--- src/rtl/uart_mux_tx.sv ---
// Host-bound UART packet transmitter: sends {addr, len, len data bytes} at 8N1.
// Each bit lasts CLKS_PER_BIT clocks; consecutive frames are separated by at least
// one idle-high cycle. All outputs come straight from flops.
module uart_mux_tx #(
    parameter int unsigned CLKS_PER_BIT = 21
) (
    input  logic       clk,
    input  logic       reset_n,
    input  logic       pkt_start,
    input  logic [7:0] pkt_addr,
    input  logic [7:0] pkt_len,
    output logic       pkt_busy,
    input  logic [7:0] data_in,
    input  logic       data_valid,
    output logic       data_ready,
    output logic       uart_txd
);

    localparam int unsigned CNT_W = (CLKS_PER_BIT > 1) ? $clog2(CLKS_PER_BIT) : 1;
    localparam int unsigned IDX_W = 4;
    localparam logic [CNT_W-1:0] CNT_LAST = CNT_W'(CLKS_PER_BIT - 1);
    localparam logic [IDX_W-1:0] IDX_STOP = IDX_W'(9);
    localparam logic [IDX_W-1:0] IDX_LAST_DATA = IDX_W'(8);

    typedef enum logic [2:0] {
        ST_IDLE,
        ST_SEND_ADDR,
        ST_SEND_LEN,
        ST_WAIT_DATA,
        ST_SEND_DATA
    } state_t;

    state_t           state_q, state_n;
    logic [CNT_W-1:0] cnt_q, cnt_n;     // clocks elapsed within the current bit
    logic [IDX_W-1:0] idx_q, idx_n;     // bit on the line: 0 start, 1..8 data, 9 stop
    logic [7:0]       byte_q, byte_n;   // byte currently being serialised
    logic [7:0]       rem_q, rem_n;     // data bytes still to send
    logic             gap_q, gap_n;     // one idle-high cycle between address and length
    logic             txd_n;
    logic             busy_n;
    logic             ready_n;

    // State, counters and registered outputs
    always_ff @(posedge clk) begin
        if (!reset_n) begin
            state_q    <= ST_IDLE;
            cnt_q      <= '0;
            idx_q      <= '0;
            byte_q     <= '0;
            rem_q      <= '0;
            gap_q      <= 1'b0;
            uart_txd   <= 1'b1;
            pkt_busy   <= 1'b0;
            data_ready <= 1'b0;
        end else begin
            state_q    <= state_n;
            cnt_q      <= cnt_n;
            idx_q      <= idx_n;
            byte_q     <= byte_n;
            rem_q      <= rem_n;
            gap_q      <= gap_n;
            uart_txd   <= txd_n;
            pkt_busy   <= busy_n;
            data_ready <= ready_n;
        end
    end

    // Next-state, framing and next-output logic
    always_comb begin
        state_n = state_q;
        cnt_n   = cnt_q;
        idx_n   = idx_q;
        byte_n  = byte_q;
        rem_n   = rem_q;
        gap_n   = gap_q;
        txd_n   = uart_txd;

        case (state_q)
            ST_IDLE: begin
                txd_n = 1'b1;
                if (pkt_start) begin
                    state_n = ST_SEND_ADDR;
                    byte_n  = pkt_addr;
                    rem_n   = pkt_len;
                    cnt_n   = '0;
                    idx_n   = '0;
                    gap_n   = 1'b0;
                    txd_n   = 1'b0;
                end
            end

            ST_WAIT_DATA: begin
                txd_n = 1'b1;
                if (data_valid && data_ready) begin
                    state_n = ST_SEND_DATA;
                    byte_n  = data_in;
                    cnt_n   = '0;
                    idx_n   = '0;
                    txd_n   = 1'b0;
                end
            end

            ST_SEND_ADDR, ST_SEND_LEN, ST_SEND_DATA: begin
                if (gap_q) begin
                    // idle cycle done, start bit of the length byte goes out
                    gap_n = 1'b0;
                    cnt_n = '0;
                    idx_n = '0;
                    txd_n = 1'b0;
                end else if (cnt_q == CNT_LAST) begin
                    cnt_n = '0;
                    if (idx_q == IDX_STOP) begin
                        txd_n = 1'b1;
                        idx_n = '0;
                        case (state_q)
                            ST_SEND_ADDR: begin
                                state_n = ST_SEND_LEN;
                                byte_n  = rem_q;
                                gap_n   = 1'b1;
                            end
                            ST_SEND_LEN: begin
                                state_n = (rem_q != 8'd0) ? ST_WAIT_DATA : ST_IDLE;
                            end
                            default: begin
                                rem_n   = rem_q - 8'd1;
                                state_n = (rem_q == 8'd1) ? ST_IDLE : ST_WAIT_DATA;
                            end
                        endcase
                    end else begin
                        idx_n = idx_q + 4'd1;
                        if (idx_q == IDX_LAST_DATA) begin
                            txd_n = 1'b1;
                        end else begin
                            txd_n = byte_q[3'(idx_q)];
                        end
                    end
                end else begin
                    cnt_n = cnt_q + CNT_W'(1);
                end
            end

            default: begin
                state_n = ST_IDLE;
                txd_n   = 1'b1;
            end
        endcase

        busy_n  = (state_n != ST_IDLE);
        ready_n = (state_n == ST_WAIT_DATA);
    end

endmodule

--- config.mk ---
export PLATFORM = sky130hd
export DESIGN_NAME = uart_mux_tx
export DESIGN_NICKNAME = d
export VERILOG_FILES = /design/src/rtl/uart_mux_tx.sv
export SDC_FILE = /design/constraint.sdc
export NUM_CORES = 1
export LEC_CHECK = 0
export ABC_AREA = 1
export BUFFER_PORTS_ARGS = -buffer_cell sky130_fd_sc_hd__buf_4
export CELL_PAD_IN_SITES_DETAIL_PLACEMENT = 0
export CELL_PAD_IN_SITES_GLOBAL_PLACEMENT = 1
export CORE_ASPECT_RATIO = 1.25
export CORE_MARGIN = 5
export CORE_UTILIZATION = 42
export DETAILED_ROUTE_END_ITERATION = 8
export PLACE_DENSITY = 0.85
export SYNTH_ARGS = -nofsm -noshare
export SYNTH_HDL_FRONTEND = slang
export SYNTH_SLANG_ARGS = --single-unit
--- constraint.sdc ---
create_clock -name clk -period 2.7 [get_ports clk]
set_input_delay 0.135 -clock clk [delete_from_list [all_inputs] [get_ports clk]]
set_output_delay 0.135 -clock clk [all_outputs]
set_load 0.02 [all_outputs]
==> flow_summary_export.csv <==
group,metric,value,unit
clock_tree,cts_resized,0,
placed_design,dp_hpwl,3.84,mm
floorplan,rows,29,
floorplan,dieHeight,89.3,um
synth,syn_inst,353,
placed_design,numPortBuffers,30,
synth,synth_area,2110,um2
floorplan,initial_utilization,42.5,%
timing,post-route-period-util,65.6,%
synth,netlist.area_leader.share,30.3,%
timing,tightest_slew,589,ps
timing,hold_slack,167,ps
setup_path,start_kind,"flip-flop",
detailed_routing,drtIter0Drc,81,
power,seqPwrFrac,42.3,%
clock_tree,cts_sinks,32,
detailed_routing,ant_nets,0,
timing,maxSlewViolCount,0,
detailed_routing,routed_via_density,4.69,
timing,grt_setup_unrepaired,"false",
floorplan,die-area,6560,um2
layout,ff_latch_area,641,um2
grt,grt_max_degree,25,
timing,period_needed,1770,ps
timing,fmax,0.564,GHz
power,ir_drop,0.284,mV
clock_tree,clk_pin_slew,70,ps
power,comb_power_share,21.7,%
detailed_routing,dr_total_vias,2082,
timing,fin_setup_tns,0,ps
clock_tree,cts_hold_buffers,0,
synth,yosysTopAreaCell,"dfxtp_1",
power,swShare,30.1,%
run,drv_cap,0,
synth,synth_seq_cells,32,
timing,clock_skew,8.71,ps
floorplan,core_area,4970,um2
clock_tree,cts_root_buf,"clkbuf_8",
floorplan,pin_count,31,
synth,avgSynthCellArea,5.99,um2
setup_path,worstSetupPathType,"flip-flop to flip-flop",
clock_tree,tritoncts,"yes",
power,p_per_area,515,nW/um2
synth,ys.flop_type,"dfxtp_1",
layout,diodes,0,
clock_tree,clock_path_buffers,2,
layout,syn_to_final_growth,16.7,%
power,p_int,889,uW
floorplan,die_w,73.5,um
detailed_routing,drc,0,
timing,setup_viol,0,
clock_tree,cts_buffers,5,
setup_path,required,2880,ps
timing,slew_headroom,60.7,%
clock_tree,post_cts_buffers,0,
synth,ys_types,30,
detailed_routing,wl_per_cell,11.1,um
grt,grt_overflow_total,0,
grt,antenna_found_initial,0,
setup_path,crit_path_max_fanout,12,
layout,final_common_cell,"nand2_1",
setup_path,endpoint_kind,"flip-flop",
layout,drive_gt1_share,16.8,%
synth,synthesis.nets,386,
layout,multi_input_area,1250,um2
synth,synthTopCellsByArea,"dfxtp_1, nand2_1, nor2_1, inv_1, nand3_1",
layout,n_fill_cell,550,
setup_path,cp_data_arrival_time,1950,ps
power,p_sw,382,uW
placed_design,gp_congestion,0.783,
layout,final_nets,414,
outcome,status,"finished clean",
synth,synth_seq_area_share,30.3,%
grt,grt_pass1_vias,1935,
synth,synthArstFlopShare,0,%
timing,finalHoldViolations,0,
synth,yosys_warnings,0,
detailed_routing,firstDrtPassIters,4,
grt,grt.total_usage,17.0,%
synth,synth_edf_count,0,
worst_hold_path,min_path_type,"primary input to flip-flop",
grt,grt_pass1_wl,8.64,mm
detailed_routing,wl,4.94,mm
clock_tree,cts.htree.levels,2,
power,power_leakage,1.20,nW
layout,final_cell_mix,"nand2_1, nor2_1, inv_1",
power,power_frac_clock,36.0,%
clock_tree,clk-insertion-delay-late,290,ps
[path summary, 6_finish.rpt]
check | from | end | slack [ps] | cells past startpoint
hold reg to reg | idx_q[3] | idx_q[3] | 500 | 2
hold / removal | pkt_addr[7] | byte_q[7] | 170 | 5
setup / recovery | cnt_q[0] | rem_q[1] | 930 | 11
setup reg to reg | cnt_q[0] | rem_q[1] | 930 | 11
[kinds of logic after synthesis]
family | synth area share, %
DFF | 30.3
and+or+nand+nor | 43.3
buffers and inverters | 10.5
AOI/OAI and AO/OA | 11.2
adders and majority gates | 2.96
xor gates and xnor gates | 1.66
[stage by stage]
step | util, % | setup slack [ps] | area [um2] | cells | power, mW
final | 49.6 | 928 | 2470 | 444 | 1.27
after global routing | 49.6 | 671 | 2470 | 444 | 1.35
after CTS | 49.6 | 921 | 2470 | 444 | 1.28
after detailed placement | 47.5 | 943 | 2360 | 436 | 0.826
after global placement | 47.5 | 916 | 2360 | 436 | 0.826
after floorplan | - | 1200 | 2110 | 353 | 0.748
[area by class of cell]
cell class | count | share of cell area [%]
sequential | 32 | 26.0
tap | 62 | 3.14
timing repair buffer | 30 | 9.13
multi-input combinational | 268 | 50.7
inverter | 44 | 6.69
clock inverter | 2 | 1.42
clock buffer | 6 | 2.94
[per-layer routing]
metal  track usage [%]  part of all wire (%)
met5                 0                     0
met4              6.75                   1.9
met3              3.71                   3.8
met2              28.1                    48
met1              21.2                    46
[sequential cells by signal (all words and copies together) (netlist names)]
register    flops
data_ready      1
uart_txd        1
gap_q           1
rem_q           8
pkt_busy        1
byte_q          8
state_q         3
cnt_q           5
idx_q           4
[power by group through the flow]
| stage | Sequential (mW) | Combinational [mW] | Clock (mW) |
|---|---|---|---|
| floorplan | 0.541 | 0.208 | 0 |
| global placement | 0.548 | 0.278 | 0 |
| detailed placement | 0.549 | 0.277 | 0 |
| CTS | 0.538 | 0.279 | 0.464 |
| global route | 0.543 | 0.324 | 0.488 |
| finish | 0.538 | 0.276 | 0.457 |
[critical path, stage by stage, from the launching register on]
cell and delay, ps:
dfxtp_1 330, inv_1 90, ha_1 160, nand2_1 60
nor2_2 180, nand2_1 70, nor2_1 130, nand2_1 60
nand2_1 260, inv_1 160, nor2_1 110, nor2_1 50
[cells in the mapped netlist (2+ instances only)]
library cell,count
nand3_1,22
a21boi_0,5
a21oi_1,14
nor2_2,4
a21boi_1,3
nand2_1,114
ha_1,5
nor2_1,59
dfxtp_1,32
nand2_2,8
o21ai_0,15
inv_2,9
inv_1,34
buf_6,2
xor2_1,3
clkbuf_1,2
nand4_1,2
buf_2,4
nor3_1,3
o21ai_1,3
No activity file was read; power rests on OpenSTA's default activity.
